## src/rtl/vec_mem_arbiter.sv

```systemverilog
// Vector RAM sequencer. Three requesters share the single-port RAM, one
// access per cycle, in fixed priority: ROM download writes, then 6502 CPU
// byte accesses, then the AVG instruction fetch, which reads one 16-bit
// word as two byte beats (high byte at the even address first).
//
// Handshakes:
//   cpu_req is a one-cycle strobe. It is captured into a single pending slot
//   and may be granted in the same cycle. cpu_ack pulses two cycles after the
//   grant. A strobe that arrives while the slot is occupied is dropped and
//   sets the sticky cpu_overrun.
//   avg_req is a level request held with a stable avg_addr until avg_valid.
//   avg_valid pulses for one cycle with the full word on avg_inst.
//   The RAM returns mem_rdata one cycle after the address. mem_addr holds its
//   last value when no access is granted.
module vec_mem_arbiter #(
  parameter int ADDR_W    = 13,
  parameter int DL_OFFSET = 4096
) (
  input  logic              clk,
  input  logic              rst_l,
  input  logic              dl_wr,
  input  logic [ADDR_W-1:0] dl_addr,
  input  logic [7:0]        dl_data,
  input  logic              cpu_req,
  input  logic              cpu_we,
  input  logic [ADDR_W-1:0] cpu_addr,
  input  logic [7:0]        cpu_wdata,
  output logic [7:0]        cpu_rdata,
  output logic              cpu_ack,
  output logic              cpu_overrun,
  input  logic              avg_req,
  input  logic [ADDR_W-2:0] avg_addr,
  output logic [15:0]       avg_inst,
  output logic              avg_valid,
  output logic [ADDR_W-1:0] mem_addr,
  output logic              mem_we,
  output logic [7:0]        mem_wdata,
  input  logic [7:0]        mem_rdata
);

  localparam logic [ADDR_W-1:0] DL_OFF = ADDR_W'(DL_OFFSET);

  typedef enum logic [1:0] {
    F_IDLE = 2'd0,
    F_HI   = 2'd1,
    F_LO   = 2'd2,
    F_WAIT = 2'd3
  } fetch_state_e;

  typedef enum logic [1:0] {
    TAG_NONE = 2'd0,
    TAG_CPU  = 2'd1,
    TAG_HI   = 2'd2,
    TAG_LO   = 2'd3
  } rd_tag_e;

  fetch_state_e      fetch_state_q;
  rd_tag_e           rd_tag_q, rd_tag_d;

  logic              pend_q, pend_d;
  logic              pend_we_q, pend_we_d;
  logic [ADDR_W-1:0] pend_addr_q, pend_addr_d;
  logic [7:0]        pend_wdata_q, pend_wdata_d;
  logic              overrun_q, overrun_d;

  logic              cpu_s1_q;
  logic              cpu_ack_q;
  logic [7:0]        cpu_rdata_q;
  logic [7:0]        hi_byte_q;
  logic [15:0]       avg_inst_q;
  logic              avg_valid_q;
  logic [ADDR_W-1:0] mem_addr_q;

  logic              cpu_has;
  logic              cur_we;
  logic [ADDR_W-1:0] cur_addr;
  logic [7:0]        cur_wdata;
  logic              avg_beat;
  logic              grant_dl, grant_cpu, grant_avg;
  logic [ADDR_W-1:0] mem_addr_c;
  logic              mem_we_c;
  logic [7:0]        mem_wdata_c;

  // CPU access visible this cycle: the pending slot, or a fresh strobe into an empty slot
  always_comb begin
    cpu_has   = pend_q | cpu_req;
    cur_we    = pend_q ? pend_we_q    : cpu_we;
    cur_addr  = pend_q ? pend_addr_q  : cpu_addr;
    cur_wdata = pend_q ? pend_wdata_q : cpu_wdata;
  end

  // Fixed-priority grant; nothing is granted while reset is asserted
  always_comb begin
    avg_beat  = ((fetch_state_q == F_HI) || (fetch_state_q == F_LO)) && avg_req;
    grant_dl  = rst_l && dl_wr;
    grant_cpu = rst_l && !dl_wr && cpu_has;
    grant_avg = rst_l && !dl_wr && !cpu_has && avg_beat;
  end

  // RAM port mux; the address holds when idle
  always_comb begin
    mem_addr_c  = mem_addr_q;
    mem_we_c    = 1'b0;
    mem_wdata_c = 8'h00;
    if (grant_dl) begin
      mem_addr_c  = dl_addr + DL_OFF;
      mem_we_c    = 1'b1;
      mem_wdata_c = dl_data;
    end else if (grant_cpu) begin
      mem_addr_c  = cur_addr;
      mem_we_c    = cur_we;
      mem_wdata_c = cur_we ? cur_wdata : 8'h00;
    end else if (grant_avg) begin
      mem_addr_c  = {avg_addr, (fetch_state_q == F_LO)};
    end
  end

  // Pending slot next state: capture into an empty slot, drop strobes into a full one
  always_comb begin
    pend_d       = pend_q;
    pend_we_d    = pend_we_q;
    pend_addr_d  = pend_addr_q;
    pend_wdata_d = pend_wdata_q;
    overrun_d    = overrun_q;
    if (pend_q) begin
      if (cpu_req) overrun_d = 1'b1;
      if (grant_cpu) pend_d = 1'b0;
    end else if (cpu_req && !grant_cpu) begin
      pend_d       = 1'b1;
      pend_we_d    = cpu_we;
      pend_addr_d  = cpu_addr;
      pend_wdata_d = cpu_wdata;
    end
  end

  // Read tag: who owns the data the RAM returns next cycle
  always_comb begin
    rd_tag_d = TAG_NONE;
    if (grant_cpu && !cur_we) rd_tag_d = TAG_CPU;
    else if (grant_avg)       rd_tag_d = (fetch_state_q == F_LO) ? TAG_LO : TAG_HI;
  end

  // CPU pending slot and sticky overrun registers
  always_ff @(posedge clk or negedge rst_l) begin
    if (!rst_l) begin
      pend_q       <= 1'b0;
      pend_we_q    <= 1'b0;
      pend_addr_q  <= '0;
      pend_wdata_q <= 8'h00;
      overrun_q    <= 1'b0;
    end else begin
      pend_q       <= pend_d;
      pend_we_q    <= pend_we_d;
      pend_addr_q  <= pend_addr_d;
      pend_wdata_q <= pend_wdata_d;
      overrun_q    <= overrun_d;
    end
  end

  // Fetch FSM: a preempted beat stays put and retries; dropping avg_req abandons the fetch
  always_ff @(posedge clk or negedge rst_l) begin
    if (!rst_l) begin
      fetch_state_q <= F_IDLE;
    end else begin
      case (fetch_state_q)
        F_IDLE: if (avg_req && !avg_valid_q) fetch_state_q <= F_HI;
        F_HI: begin
          if (!avg_req)       fetch_state_q <= F_IDLE;
          else if (grant_avg) fetch_state_q <= F_LO;
        end
        F_LO: begin
          if (!avg_req)       fetch_state_q <= F_IDLE;
          else if (grant_avg) fetch_state_q <= F_WAIT;
        end
        default:              fetch_state_q <= F_IDLE;
      endcase
    end
  end

  // Read-data steering and completion pulses; the word is published only once both bytes are in
  always_ff @(posedge clk or negedge rst_l) begin
    if (!rst_l) begin
      rd_tag_q    <= TAG_NONE;
      cpu_s1_q    <= 1'b0;
      cpu_ack_q   <= 1'b0;
      cpu_rdata_q <= 8'h00;
      hi_byte_q   <= 8'h00;
      avg_inst_q  <= 16'h0000;
      avg_valid_q <= 1'b0;
    end else begin
      rd_tag_q    <= rd_tag_d;
      cpu_s1_q    <= grant_cpu;
      cpu_ack_q   <= cpu_s1_q;
      avg_valid_q <= 1'b0;
      case (rd_tag_q)
        TAG_CPU: cpu_rdata_q <= mem_rdata;
        TAG_HI:  hi_byte_q   <= mem_rdata;
        TAG_LO: begin
          avg_inst_q  <= {hi_byte_q, mem_rdata};
          avg_valid_q <= 1'b1;
        end
        default: ;
      endcase
    end
  end

  // Remember the last driven address so an idle cycle leaves the bus still
  always_ff @(posedge clk or negedge rst_l) begin
    if (!rst_l) begin
      mem_addr_q <= '0;
    end else if (grant_dl || grant_cpu || grant_avg) begin
      mem_addr_q <= mem_addr_c;
    end
  end

  assign mem_addr    = mem_addr_c;
  assign mem_we      = mem_we_c;
  assign mem_wdata   = mem_wdata_c;
  assign cpu_rdata   = cpu_rdata_q;
  assign cpu_ack     = cpu_ack_q;
  assign cpu_overrun = overrun_q;
  assign avg_inst    = avg_inst_q;
  assign avg_valid   = avg_valid_q;

endmodule

```

## config.mk

```make
export PLATFORM = sky130hd
export DESIGN_NAME = vec_mem_arbiter
export DESIGN_NICKNAME = d
export VERILOG_FILES = /design/src/rtl/vec_mem_arbiter.sv
export SDC_FILE = /design/constraint.sdc
export NUM_CORES = 1
export LEC_CHECK = 0
export ABC_AREA = 1
export BUFFER_PORTS_ARGS = -buffer_cell sky130_fd_sc_hd__buf_4
export CORE_UTILIZATION = 30
export CTS_CLUSTER_SIZE = 10
export DETAILED_ROUTE_END_ITERATION = 8
export PLACE_DENSITY = 0.57
export SLEW_MARGIN = 20
export SYNTH_ARGS = -nofsm -noshare
export SYNTH_HDL_FRONTEND = slang
export SYNTH_SLANG_ARGS = --single-unit
```

## constraint.sdc

```tcl
create_clock -name clk -period 2.4 [get_ports clk]
set_input_delay 0.6 -clock clk [delete_from_list [all_inputs] [get_ports clk]]
set_output_delay 0.6 -clock clk [all_outputs]
set_load 0.01 [all_outputs]
```

==> results.yml <==
drt:
  vias: 3565
  initialDrtViolationCount: 229
  wl_microns: 10600
  viasPerCell: 4.703
  drc: 5
  drtPass1Iterations: 9
  ant_nets: 0
  wl_per_cell_microns: 13.98
power:
  switching_share_pct: 31.60
  p_clk_share_pct: 31.0
  p_per_area_mw_per_mm2: 796.8
  power.internal_uw: 3051
  p_switching_uw: 1410
  leakagePower_uw: 0.002955
  p_total_uw: 4461
  power_frac_seq_pct: 39.0
  pwr-share-comb_pct: 30.1
  ir_drop_uv: 383.4
logic_synthesis:
  avgSynthCellArea_sq_um: 7.803
  synth_nets: 538
  synth-seq-area-share_pct: 52.31
  synthAdderAreaFrac_pct: 1.376
  ys_warn_count: 0
  ys_types: 21
  synth-seq-cells: 76
  synthXorXnorAreaFrac_pct: 0
  syn_inst: 466
  synthSimpleGateAreaFrac_pct: 26.63
  synth_compound_area_share_pct: 11.60
  synth_top_family_by_area: "simple AND/OR/NAND/NOR gates"
  synth.area.mux_share_pct: 0
  synth_area_sq_mm: 0.003636
place:
  pre_cts_slack_ps: 97.68
  port_buffers: 116
  gp_routability_congestion: 0.8294
  hpwl_microns: 7279
flow_run:
  maxCapViolations: 0
timing:
  slew_viol_final: 0
  hold_ws_ps: 272.8
  max_freq_mhz: 407.3
  rsz0062_at_grt: "true"
  finalSetupTns_ps: -433.8
  setup_viol: 13
  worst_slack_ps: -54.96
  tightest_slew_ps: 678.4
  period_share_pct: 102.3
  hold_violations: 0
  maxSlewHeadroom_pct: 54.77
  period_minus_slack_ps: 2455
  skew_ps: 8.764
cts:
  clk-insertion-delay-late_ps: 340
  h-tree-depth: 3
  cts_buffer_depth: 2
  cts_tree: "done"
  cts_root_buf: "clkbuf_16"
  clock_sinks: 76
  clkTransAtPathRegs_ps: 60
  numCtsBuffers: 9
floorplanning:
  fp.dieH_microns: 112.1
  io_pins: 117
  fp-row-count: 39
  die_area_sq_mm: 0.01256
  coreArea_sq_mm: 0.01161
  die_w_microns: 112.1
  initial_utilization_pct: 31.31
grt:
  grt_pass1_vias: 3306
  antenna_found_initial: 0
  grt_pass1_wl_microns: 15840
  grt_overflow: 0
  grt_max_degree: 54
  grt_usage_pct: 16.14
critical_path:
  crit_path_max_incr_delay_ps: 380
  crit_slowest_cell: "dfrtp_1"
  regToRegSetupSlack_ps: 580
  path_class: "reg -> out"
  worstSetupStartpointType: "flop"
  cp.required_ps: 1800
  worstPathCellList: "inv_2 -> ha_4 -> nand2_4 -> inv_4 -> nand3_4 -> clkbuf_16 -> nand2_4 -> nand3_2 -> nand2_2 -> nand2_2 -> buf_6"
  crit_path_max_fanout: 6
  end_kind: "output pin"
  cp.arrival_ps: 1850
cells_and_area:
  area_delta_synth_final_pct: 53.99
  regArea_sq_mm: 0.001903
  multi_input_area_sq_mm: 0.001727
  utilization_pct: 48.21
  drive_gt1_share_pct: 39.84
  n_fill_cell: 1110
  nets: 682
  antenna_cells: 0
hold_path:
  hold_path_class: "in -> async"
run_status:
  outcome: "complete, but fails checks"
  failed_checks: "DRC, setup timing"
## sequential cells by signal, summed over array words and instances, names as in the netlist
name / flops
mem_addr_q: 13
cpu_ack: 1
rd_tag_q: 2
pend_addr_q: 13
cpu_rdata: 8
pend_we_q: 1
pend_q: 1
pend_wdata_q: 8
cpu_overrun: 1
avg_inst: 16
avg_valid: 1
fetch_state_q: 2
hi_byte_q: 8
cpu_s1_q: 1
## Yosys cell counts (all sizes together)
cell type / n / share of area, %
a21o: 1 / 0.21
buf: 12 / 2.5
clkbuf: 11 / 1.1
clkinv: 1 / 0.10
dfrtp: 76 / 52
ha: 4 / 1.4
inv: 42 / 4.3
nand2: 178 / 18
nand3: 15 / 2.2
nand4: 13 / 2.2
nor2: 29 / 3.4
o21ai: 82 / 11
or2: 2 / 0.34
## placed cells by master (no fill, tap or decap), types with 2 or more instances in the layout
master,synthesis,layout
buf_12,0,4
buf_4,0,132
buf_6,5,16
clkbuf_16,0,11
clkinvlp_4,0,4
dfrtp_1,76,75
ha_1,4,3
inv_1,41,37
inv_2,1,3
inv_6,0,2
nand2_1,177,137
nand2_2,1,30
nand2_4,0,12
nand3_2,1,14
nand4_1,13,13
nor2_1,27,27
nor2_4,2,2
o21ai_0,76,67
o21ai_1,5,8
o21ai_2,1,6
## area by class of cell
type                       count  share of cell area [%]
multi-input combinational    325                   30.84
inverter                      43                   2.994
tap                          143                   3.196
sequential                    76                   33.99
clock inverter                 7                   1.453
clock buffer                   9                   4.022
timing repair buffer         155                   23.51
## stage by stage
stage               cell area [sq um]  std cells
CTS                              5119        744
finish                           5599        758
global placement                 4721        721
floorplan                        3636        466
detailed placement               4721        721
global route                     5599        758
## timing repair
action | in CTS | in global routing
endpoints found under the setup margin | 22 | 21
setup buffers | 7 | 11
resized for setup | 9 | 99
hold buffers | 0 | 0
cloned | 0 | 3
pin swaps | 0 | 27
## cell families after synthesis
kind of cell,after synthesis
AND/OR/NAND/NOR,237
AO/OA/AOI/OAI,83
flip-flops,76
buffers and inverters,66
adder cells (fa/ha/maj),4
## metal layers
metal  up-vias  share of wire, %  track usage (%)
li1       1760                 -                -
met4         0               1.9            6.222
met1      1670                45            21.34
met2       118                48            25.92
met5         -                 0                0
met3        17               5.2            3.564
## power by group through the flow
| stage | Sequential, uW | Clock (uW) | Combinational (uW) |
|---|---|---|---|
| finish | 1740 | 1380 | 1340 |
| global route | 1770 | 1470 | 1490 |
| CTS | 1720 | 1420 | 1130 |
| detailed placement | 1750 | 0 | 1050 |
| global placement | 1740 | 0 | 1030 |
| floorplan | 1750 | 0 | 523 |
## path summary, 6_finish.rpt
path,startpoint,to,depth (start not counted)
setup / recovery,fetch_state_q[1],mem_addr[11],11
hold reg to reg,cpu_s1_q,cpu_ack,0
max in group asynchronous,rst_l,mem_addr_q[0],2
setup reg to reg,pend_q,pend_wdata_q[6],7
min in group clk,cpu_s1_q,cpu_ack,0
hold / removal,rst_l,pend_addr_q[3],2
## worst max-delay path, delay by kind of cell (launching register included)
kind,cells,cell delay (ps)
buffers and inverters,4,460
adder cells (fa/ha/maj),1,270
flip-flops,1,380
AND/OR/NAND/NOR,6,420
No activity file was read; power rests on OpenSTA's default activity.
